[src/rtl/fb_arbiter_if.sv]
// Framebuffer arbiter bus bundle: VGA scan-out, CPU graphics bus, fill control and BRAM port.
// The slave modport is the arbiter's view and the master modport is the surrounding system's view.
interface fb_arbiter_if #(
    parameter int ADDR_W = 16,
    parameter int DATA_W = 8
);
    logic              pix_en_i;
    logic              in_disp_i;
    logic [ADDR_W-1:0] pixel_pos_i;
    logic [DATA_W-1:0] pixel_o;
    logic              pixel_valid_o;

    logic              cpu_req_i;
    logic              cpu_we_i;
    logic [ADDR_W-1:0] cpu_addr_i;
    logic [DATA_W-1:0] cpu_wdata_i;
    logic              cpu_ack_o;
    logic [DATA_W-1:0] cpu_rdata_o;

    logic              fill_start_i;
    logic [DATA_W-1:0] fill_color_i;
    logic              fill_busy_o;

    logic              mem_en_o;
    logic              mem_we_o;
    logic [ADDR_W-1:0] mem_addr_o;
    logic [DATA_W-1:0] mem_wdata_o;
    logic [DATA_W-1:0] mem_rdata_i;

    modport slave (
        input  pix_en_i, in_disp_i, pixel_pos_i,
        output pixel_o, pixel_valid_o,
        input  cpu_req_i, cpu_we_i, cpu_addr_i, cpu_wdata_i,
        output cpu_ack_o, cpu_rdata_o,
        input  fill_start_i, fill_color_i,
        output fill_busy_o,
        output mem_en_o, mem_we_o, mem_addr_o, mem_wdata_o,
        input  mem_rdata_i
    );

    modport master (
        output pix_en_i, in_disp_i, pixel_pos_i,
        input  pixel_o, pixel_valid_o,
        output cpu_req_i, cpu_we_i, cpu_addr_i, cpu_wdata_i,
        input  cpu_ack_o, cpu_rdata_o,
        output fill_start_i, fill_color_i,
        input  fill_busy_o,
        input  mem_en_o, mem_we_o, mem_addr_o, mem_wdata_o,
        output mem_rdata_i
    );
endinterface

[src/rtl/fb_arbiter.sv]
// Single-port framebuffer arbiter: VGA pixel slots first, then the fill engine, then CPU accesses.
// Read data returns one cycle after the grant and is steered by a registered return tag.
module fb_arbiter #(
    parameter int ADDR_W = 16,
    parameter int DATA_W = 8
) (
    input logic        clk,
    input logic        rst_n,
    fb_arbiter_if.slave bus
);
    typedef enum logic [1:0] {CPU_IDLE, CPU_RD_PEND, CPU_ACK} cpu_state_t;
    typedef enum logic [1:0] {TAG_NONE, TAG_VGA, TAG_CPU} tag_t;

    cpu_state_t        cpu_state;
    cpu_state_t        cpu_next;
    tag_t              tag_p1;
    tag_t              tag_next;

    logic              gnt_vga;
    logic              gnt_fill;
    logic              gnt_cpu;
    logic              fill_busy;
    logic              fill_accept;
    logic [ADDR_W-1:0] fill_cnt;
    logic [DATA_W-1:0] fill_color;

    logic [DATA_W-1:0] pixel_p2;
    logic              vld_p2;
    logic [DATA_W-1:0] cpu_rdata_p2;

    // Grants are masked during reset so the RAM port stays quiet.
    always_comb begin
        gnt_vga  = rst_n & bus.pix_en_i & bus.in_disp_i;
        gnt_fill = rst_n & ~gnt_vga & fill_busy;
        gnt_cpu  = rst_n & ~gnt_vga & ~fill_busy & bus.cpu_req_i & (cpu_state == CPU_IDLE);
    end

    assign fill_accept = bus.fill_start_i & ~fill_busy;

    always_comb begin
        bus.mem_en_o    = 1'b0;
        bus.mem_we_o    = 1'b0;
        bus.mem_addr_o  = '0;
        bus.mem_wdata_o = '0;
        if (gnt_vga) begin
            bus.mem_en_o   = 1'b1;
            bus.mem_addr_o = bus.pixel_pos_i;
        end else if (gnt_fill) begin
            bus.mem_en_o    = 1'b1;
            bus.mem_we_o    = 1'b1;
            bus.mem_addr_o  = fill_cnt;
            bus.mem_wdata_o = fill_color;
        end else if (gnt_cpu) begin
            bus.mem_en_o    = 1'b1;
            bus.mem_we_o    = bus.cpu_we_i;
            bus.mem_addr_o  = bus.cpu_addr_i;
            bus.mem_wdata_o = bus.cpu_we_i ? bus.cpu_wdata_i : '0;
        end
    end

    always_comb begin
        cpu_next      = cpu_state;
        tag_next      = TAG_NONE;
        bus.cpu_ack_o = 1'b0;
        unique case (cpu_state)
            CPU_IDLE: begin
                if (gnt_cpu) begin
                    cpu_next = bus.cpu_we_i ? CPU_ACK : CPU_RD_PEND;
                end
            end
            CPU_RD_PEND: cpu_next = CPU_ACK;
            CPU_ACK: begin
                cpu_next      = CPU_IDLE;
                bus.cpu_ack_o = 1'b1;
            end
            default: cpu_next = CPU_IDLE;
        endcase
        if (gnt_vga) begin
            tag_next = TAG_VGA;
        end else if (gnt_cpu && !bus.cpu_we_i) begin
            tag_next = TAG_CPU;
        end
    end

    // Stage p1: read in flight (tag); stage p2: returned data registered to its owner.
    always_ff @(posedge clk or negedge rst_n) begin
        if (!rst_n) begin
            cpu_state    <= CPU_IDLE;
            tag_p1       <= TAG_NONE;
            fill_busy    <= 1'b0;
            pixel_p2     <= '0;
            vld_p2       <= 1'b0;
            cpu_rdata_p2 <= '0;
        end else begin
            cpu_state <= cpu_next;
            tag_p1    <= tag_next;
            vld_p2    <= (tag_p1 == TAG_VGA);
            if (tag_p1 == TAG_VGA) begin
                pixel_p2 <= bus.mem_rdata_i;
            end
            if (tag_p1 == TAG_CPU) begin
                cpu_rdata_p2 <= bus.mem_rdata_i;
            end
            if (fill_accept) begin
                fill_busy <= 1'b1;
            end else if (gnt_fill && (&fill_cnt)) begin
                fill_busy <= 1'b0;
            end
        end
    end

    // Fill address and colour are only meaningful while fill_busy is set.
    always_ff @(posedge clk) begin
        if (fill_accept) begin
            fill_cnt   <= '0;
            fill_color <= bus.fill_color_i;
        end else if (gnt_fill) begin
            fill_cnt <= fill_cnt + 1'b1;
        end
    end

    assign bus.pixel_o       = pixel_p2;
    assign bus.pixel_valid_o = vld_p2;
    assign bus.cpu_rdata_o   = cpu_rdata_p2;
    assign bus.fill_busy_o   = fill_busy;
endmodule

[src/flat_wrapper.sv]
// flat-port wrapper written by rule: the top's interface ports become plain ports
module fb_arbiter_flat 
#(
    parameter int ADDR_W = 16,
    parameter int DATA_W = 8
)
  (clk, rst_n, bus_pix_en_i, bus_in_disp_i, bus_pixel_pos_i, bus_pixel_o, bus_pixel_valid_o, bus_cpu_req_i, bus_cpu_we_i, bus_cpu_addr_i, bus_cpu_wdata_i, bus_cpu_ack_o, bus_cpu_rdata_o, bus_fill_start_i, bus_fill_color_i, bus_fill_busy_o, bus_mem_en_o, bus_mem_we_o, bus_mem_addr_o, bus_mem_wdata_o, bus_mem_rdata_i);
  fb_arbiter_if #(.ADDR_W(ADDR_W), .DATA_W(DATA_W)) bus_i ();
  input logic clk;
  input logic rst_n;
  input wire logic [$bits(bus_i.pix_en_i)-1:0] bus_pix_en_i;
  input wire logic [$bits(bus_i.in_disp_i)-1:0] bus_in_disp_i;
  input wire logic [$bits(bus_i.pixel_pos_i)-1:0] bus_pixel_pos_i;
  output wire logic [$bits(bus_i.pixel_o)-1:0] bus_pixel_o;
  output wire logic [$bits(bus_i.pixel_valid_o)-1:0] bus_pixel_valid_o;
  input wire logic [$bits(bus_i.cpu_req_i)-1:0] bus_cpu_req_i;
  input wire logic [$bits(bus_i.cpu_we_i)-1:0] bus_cpu_we_i;
  input wire logic [$bits(bus_i.cpu_addr_i)-1:0] bus_cpu_addr_i;
  input wire logic [$bits(bus_i.cpu_wdata_i)-1:0] bus_cpu_wdata_i;
  output wire logic [$bits(bus_i.cpu_ack_o)-1:0] bus_cpu_ack_o;
  output wire logic [$bits(bus_i.cpu_rdata_o)-1:0] bus_cpu_rdata_o;
  input wire logic [$bits(bus_i.fill_start_i)-1:0] bus_fill_start_i;
  input wire logic [$bits(bus_i.fill_color_i)-1:0] bus_fill_color_i;
  output wire logic [$bits(bus_i.fill_busy_o)-1:0] bus_fill_busy_o;
  output wire logic [$bits(bus_i.mem_en_o)-1:0] bus_mem_en_o;
  output wire logic [$bits(bus_i.mem_we_o)-1:0] bus_mem_we_o;
  output wire logic [$bits(bus_i.mem_addr_o)-1:0] bus_mem_addr_o;
  output wire logic [$bits(bus_i.mem_wdata_o)-1:0] bus_mem_wdata_o;
  input wire logic [$bits(bus_i.mem_rdata_i)-1:0] bus_mem_rdata_i;
  assign bus_i.pix_en_i = bus_pix_en_i;
  assign bus_i.in_disp_i = bus_in_disp_i;
  assign bus_i.pixel_pos_i = bus_pixel_pos_i;
  assign bus_pixel_o = bus_i.pixel_o;
  assign bus_pixel_valid_o = bus_i.pixel_valid_o;
  assign bus_i.cpu_req_i = bus_cpu_req_i;
  assign bus_i.cpu_we_i = bus_cpu_we_i;
  assign bus_i.cpu_addr_i = bus_cpu_addr_i;
  assign bus_i.cpu_wdata_i = bus_cpu_wdata_i;
  assign bus_cpu_ack_o = bus_i.cpu_ack_o;
  assign bus_cpu_rdata_o = bus_i.cpu_rdata_o;
  assign bus_i.fill_start_i = bus_fill_start_i;
  assign bus_i.fill_color_i = bus_fill_color_i;
  assign bus_fill_busy_o = bus_i.fill_busy_o;
  assign bus_mem_en_o = bus_i.mem_en_o;
  assign bus_mem_we_o = bus_i.mem_we_o;
  assign bus_mem_addr_o = bus_i.mem_addr_o;
  assign bus_mem_wdata_o = bus_i.mem_wdata_o;
  assign bus_i.mem_rdata_i = bus_mem_rdata_i;
  fb_arbiter #(.ADDR_W(ADDR_W), .DATA_W(DATA_W)) u_core (.clk(clk), .rst_n(rst_n), .bus(bus_i));
endmodule
[config.mk]
export PLATFORM = sky130hd
export DESIGN_NAME = fb_arbiter_flat
export DESIGN_NICKNAME = d
export VERILOG_FILES = /design/src/rtl/fb_arbiter_if.sv /design/src/rtl/fb_arbiter.sv /design/src/flat_wrapper.sv
export SDC_FILE = /design/constraint.sdc
export NUM_CORES = 1
export LEC_CHECK = 0
export ABC_AREA = 1
export BUFFER_PORTS_ARGS = -buffer_cell sky130_fd_sc_hd__buf_2
export CORE_MARGIN = 2
export CORE_UTILIZATION = 47
export DETAILED_ROUTE_END_ITERATION = 6
export PLACE_DENSITY_LB_ADDON = 0.1
export SYNTH_ARGS = -nofsm -noshare
export SYNTH_HDL_FRONTEND = slang
export SYNTH_SLANG_ARGS = --single-unit
[constraint.sdc]
create_clock -name clk -period 2.7 [get_ports clk]
set_input_delay 0.27 -clock clk [delete_from_list [all_inputs] [get_ports clk]]
set_output_delay 0.27 -clock clk [all_outputs]
set_load 0.05 [all_outputs]
# [Word-level counts from Yosys, hierarchy flattened]
# Index checks and enable logic that the tools add are counted.
[word_totals] ff_bits=46 input_bits=63 out_inout_bits=45 wordCells=51
[op_classes] add_sub_neg=1 n_eq_ne=5 n_mux=21 bitwise=10 n_reduce_logical=6
[op_table] operator="two-way mux 16 bit" count=3
[op_table] operator="two-way mux 8 bit" count=4
[op_table] operator="adder 16 x 1 -> 16 bit, second input constant" count=1
[op_table] operator="AND reduction 16 bit" count=1
[op_table] operator="two-way mux 1 bit" count=9
[op_table] operator="AND 1 bit" count=8
[op_table] operator="two-way mux 2 bit" count=4
[op_table] operator="== test 2 x 1 -> 1 bit, second input constant" count=2
[op_table] operator="== test 2 bit, second input constant" count=2
[op_table] operator="one-hot mux 2 bit (2 select lines)" count=1
[op_table] operator="logical AND 1 bit" count=2
[op_table] operator="zero test 2 bit" count=1
[op_table] operator="!= test 2 x 1 -> 1 bit, second input constant" count=1
[op_table] operator="inverter 1 bit" count=2
[op_table] operator="nonzero test 2 bit" count=1
[op_table] operator="zero test 1 bit" count=1

# [Longest topological paths before layout]
[logic_depth] ltp_word=10 mapped_depth=8 ltp_nobuf=8

# [Worst setup path before layout]
# No wires, ideal clock.
[synth_timing] kind="register -> output" start="reg u_core.fill_busy (netlist: u_core.bus.fill_busy_o)" end="out bus_mem_wdata_o[0]" arrival_time_ns=2.256 slack_ns=0.174 stages_incl_launch_ff=7 path_buffers=1 cell_sequence="dfrtp_1 inv_1 nand3_1 nor2_1 nand2_1 buf_2 o21ai_0"
[synth_between] elab_chain_len=7 elab_cells_between_ends=8 classes_between="mux (3); bitwise (5)"
[synth_lines] element="start, declared" line_no="fb_arbiter.sv:22" source="logic fill_busy;"
[synth_lines] element="start signal, assigned" line_no="fb_arbiter.sv:90" source="fill_busy <= 1'b0;"
[synth_lines] element="start signal, assigned" line_no="fb_arbiter.sv:105" source="fill_busy <= 1'b1;"
[synth_lines] element="start signal, assigned" line_no="fb_arbiter.sv:107" source="fill_busy <= 1'b0;"
[synth_lines] element="inverter 1 bit" line_no="fb_arbiter.sv:35" source="gnt_cpu = rst_n & ~gnt_vga & ~fill_busy & bus.cpu_req_i & (cpu_state == CPU_IDLE);"
[synth_lines] element="AND 1 bit (3 in a row)" line_no="fb_arbiter.sv:35"
[synth_lines] element="two-way mux 8 bit" line_no="fb_arbiter.sv:53" source="end else if (gnt_cpu) begin"
[synth_lines] element="two-way mux 8 bit *" line_no="fb_arbiter.sv:48" source="end else if (gnt_fill) begin"
[synth_lines] element="two-way mux 8 bit *" line_no="fb_arbiter.sv:45" source="if (gnt_vga) begin"
[synth_lines] element="end, declared" line_no="flat_wrapper.sv:28" source="output wire logic [$bits(bus_i.mem_wdata_o)-1:0] bus_mem_wdata_o;"
# Every way passes the cells marked *; elsewhere a longest branch is shown, timed or not.

# [Final worst setup path]
[layout_timing] start="in rst_n" end="out bus_mem_addr_o[12]"
[layout_between] elab_chain_len=10 elab_cells_between_ends=11 classes_between="mux (3); bitwise (8)"
[layout_lines] element="start, declared" line_no="flat_wrapper.sv:10" source="input logic rst_n;"
[layout_lines] element="AND 1 bit (2 in a row)" line_no="fb_arbiter.sv:33" source="gnt_vga = rst_n & bus.pix_en_i & bus.in_disp_i;"
[layout_lines] element="inverter 1 bit" line_no="fb_arbiter.sv:34, fb_arbiter.sv:35"
[layout_lines] element="AND 1 bit" line_no="fb_arbiter.sv:34, fb_arbiter.sv:35"
[layout_lines] element="AND 1 bit (3 in a row)" line_no="fb_arbiter.sv:35"
[layout_lines] element="two-way mux 16 bit" line_no="fb_arbiter.sv:53"
[layout_lines] element="two-way mux 16 bit" line_no="fb_arbiter.sv:48"
[layout_lines] element="two-way mux 16 bit *" line_no="fb_arbiter.sv:45"
[layout_lines] element="end, declared" line_no="flat_wrapper.sv:27" source="output wire logic [$bits(bus_i.mem_addr_o)-1:0] bus_mem_addr_o;"
# Marks and branches as above.

==> impl_metrics.env <==
export IMPL_status="completed"
export IMPL_n_antenna_cell=0
export IMPL_grtUsageTotal_pct=20.6
export IMPL_insertion_delay_ns=0.29
export IMPL_fin_crit_ns=2.48
export IMPL_rsz0062_at_grt="no"
export IMPL_fin_cells=463
export IMPL_vias=2273
export IMPL_post_drt_via_cell_ratio=4.91
export IMPL_start_kind="input pin"
export IMPL_synth_top_family_by_area="simple AND/OR/NAND/NOR gates"
export IMPL_core_area_sq_um=4690
export IMPL_dp_hpwl_mm=4.24
export IMPL_yosysTopAreaCell="dfrtp_1"
export IMPL_fmaxAchievable_mhz=403
export IMPL_finClkSkew_ns=0.00384
export IMPL_n_fill_cell=432
export IMPL_gp_congestion=0.899
export IMPL_cts_made_buffers=5
export IMPL_fin_util_pct=63.1
export IMPL_peakVddDrop_mv=0.415
export IMPL_synth_fa_ha_area_share_pct=0.552
export IMPL_first_pass_iters=4
export IMPL_clock_sinks=46
export IMPL_power_leakage_nw=1.54
export IMPL_ys_ff_latch=46
export IMPL_dieArea_sq_um=5390
export IMPL_gr_usage_met2_pct=34.9
export IMPL_yosys_area_share_simple_pct=28.2
export IMPL_floorplan_initialDensity_pct=48.3
export IMPL_cts_tree="yes"
export IMPL_synthMuxAreaShare_pct=0
export IMPL_hp_class="input pin to flip-flop"
export IMPL_synth_xor_area_share_pct=0
export IMPL_criticalPathCategory="input pin to output port"
export IMPL_synth_ff_type="dfrtp_1"
export IMPL_synth_area_sq_um=2270
export IMPL_htreeDepth=2
export IMPL_required_ns=2.43
export IMPL_yosys_warnings=0
export IMPL_synth_top_cell_area_share_pct=24.3
export IMPL_antenna_found_initial=0
export IMPL_drc=0
export IMPL_worst_slew_pin_slew_ns=0.467
export IMPL_hold_viol=0
export IMPL_finalSetupViolCount=0
export IMPL_synth_nets=364
export IMPL_slew_headroom_pct=68.8
export IMPL_clk_path_buf_depth=2
export IMPL_port_buffer_count=107
export IMPL_netlist_instances=300
export IMPL_synth_compound_area_share_pct=13.9
export IMPL_r2r_slack_ns=1.24
export IMPL_use_met3_pct=4.94
export IMPL_die_width_um=73.4
export IMPL_grt_busiest_layer="met2"
export IMPL_seq_area_frac_synth_pct=49.0
export IMPL_postRouteAntennaNets=0
export IMPL_syn_to_final_growth_pct=30.8
export IMPL_synth_async_reset_ratio_pct=47.8
export IMPL_synth_edf_count=8
export IMPL_netlist_cell_type_count=27
export IMPL_routed_wl_mm=5.53
export IMPL_synthTopCellsByArea="dfrtp_1, nand2_1, dfxtp_1, edfxtp_1, o21ai_0"
export IMPL_syn_area_per_cell_sq_um=7.55
export IMPL_end_kind="output port"
export IMPL_worstPathArrival_ns=2.21
export IMPL_cellPowerDensity_nw_per_um2=707
export IMPL_cts_clk_slew_worst_paths_ns=0.08
export IMPL_drv_slew=0
export IMPL_fin_crit_sh_pct=91.8
export IMPL_grt_pass1_vias=1938
export IMPL_gr_total_overflow=0
export IMPL_nNetsFinal=472
export IMPL_dp_cells=454
export IMPL_drive_gt1_share_pct=31.5
export IMPL_drt_iter0_markers=142
export IMPL_grt_pass1_wl_mm=8.73
export IMPL_row_count=25
export IMPL_wl_per_cell_um=11.9
export IMPL_grt_max_degree=23
export IMPL_critPathMaxFanout=17
export IMPL_cts_root_buffer="clkbuf_8"
export IMPL_die_h_um=73.4
export IMPL_cts_setup_buffers=0
export IMPL_maxCapViolCount=0
export IMPL_io_pins=108
export IMPL_setup_tns_ns=0
export IMPL_grtUsageMet1_pct=26.7
power by group:
part           internal [mW]  leakage (nW)  total (mW)  switching [mW]
Sequential             0.816         0.469       0.888          0.0718
Combinational          0.185          1.02       0.739           0.553
Clock                  0.238        0.0486       0.467           0.229
critical path: stages:
cell and delay, ns:
dlygate4sd3_1 0.54, buf_2 0.18, nand2_1 0.07, nor2_1 0.14, nand2_1 0.25, clkinv_2 0.29
nand2_1 0.08, o211ai_1 0.09, buf_2 0.29
synthesized netlist by cell type, types with 2 or more instances:
| library cell | count |
|---|---|
| nand3_1 | 12 |
| nand2_1 | 102 |
| nand3_2 | 2 |
| nor3_1 | 4 |
| nor2_1 | 21 |
| inv_1 | 35 |
| inv_2 | 2 |
| nor2_2 | 2 |
| nand2_2 | 2 |
| dfrtp_1 | 22 |
| edfxtp_1 | 8 |
| buf_2 | 6 |
| o211ai_1 | 12 |
| dfxtp_1 | 16 |
| o21ai_0 | 31 |
| clkbuf_1 | 3 |
| a21oi_1 | 10 |
metal layers:
metal / share of wire, % / vias up
met5: 0 / -
met4: 1.1 / 0
met3: 5.8 / 4
met2: 50 / 65
met1: 43 / 1019
li1: - / 1185
state kept, by name (all words and copies together), names as in the netlist:
name / cells
u_core.tag_p1: 2
u_core.bus.pixel_o: 8
u_core.cpu_state: 2
u_core.bus.fill_busy_o: 1
u_core.bus.cpu_rdata_o: 8
u_core.fill_cnt: 16
u_core.bus.pixel_valid_o: 1
u_core.fill_color: 8
per-stage QoR:
step	hold slack [ns]	cell area [sq um]	setup WS, ns	power [mW]
finish	0.154	2960	0.221	2.09
global route	0.136	2960	0.0122	2.21
CTS	0.150	2960	0.124	2.11
detailed placement	0.0913	2840	0.625	1.64
global placement	0.0893	2840	0.695	1.63
floorplan	-0.0256	2270	0.174	1.44
worst paths after layout:
| path | startpoint | endpoint | depth (start not counted) |
|---|---|---|---|
| setup reg to reg | u_core.bus.fill_busy_o | u_core.fill_color[7] | 3 |
| min in group asynchronous | rst_n | u_core.bus.fill_busy_o | 2 |
| hold reg to reg | u_core.tag_p1[1] | u_core.bus.pixel_valid_o | 1 |
| setup / recovery | rst_n | bus_mem_addr_o[12] | 9 |
| max in group asynchronous | rst_n | u_core.bus.pixel_valid_o | 3 |
| hold / removal | bus_fill_color_i[1] | u_core.fill_color[1] | 1 |
cell usage in the layout, fill, tap and decap left out, drive strengths merged:
master         n
a211oi         1
a21oi         10
buf          110
clkbuf         6
clkinv         1
clkinvlp       2
dfrtp         22
dfxtp         16
dlygate4sd3    1
edfxtp         8
ha             1
inv           36
nand2        104
nand3         14
nand4          2
nor2          24
nor3           5
nor4           1
o211ai        12
o21a           1
o21ai         32
logic make-up after synthesis:
group	after synthesis
simple gates	150
fa+ha+maj	1
buf+inv	47
compound gates	56
flops	46
timing repair:
action                                  4_1_cts  5_1_grt
endpoints found under the hold margin         1        0
endpoints found under the setup margin        0       11
gates resized for setup                       0        1
hold buffers                                  1        0
final cells by class:
type                            count  area (sq um)  area share, %
Tap cell                           54          67.6           2.28
Inverter                           37           140           4.73
Clock buffer                        6          93.8           3.17
Timing Repair Buffer              111           568           19.2
Multi-Input combinational cell    207           967           32.6
Clock inverter                      2          15.0          0.507
Sequential cell                    46          1110           37.5
Power figures use the tool's default switching activity.
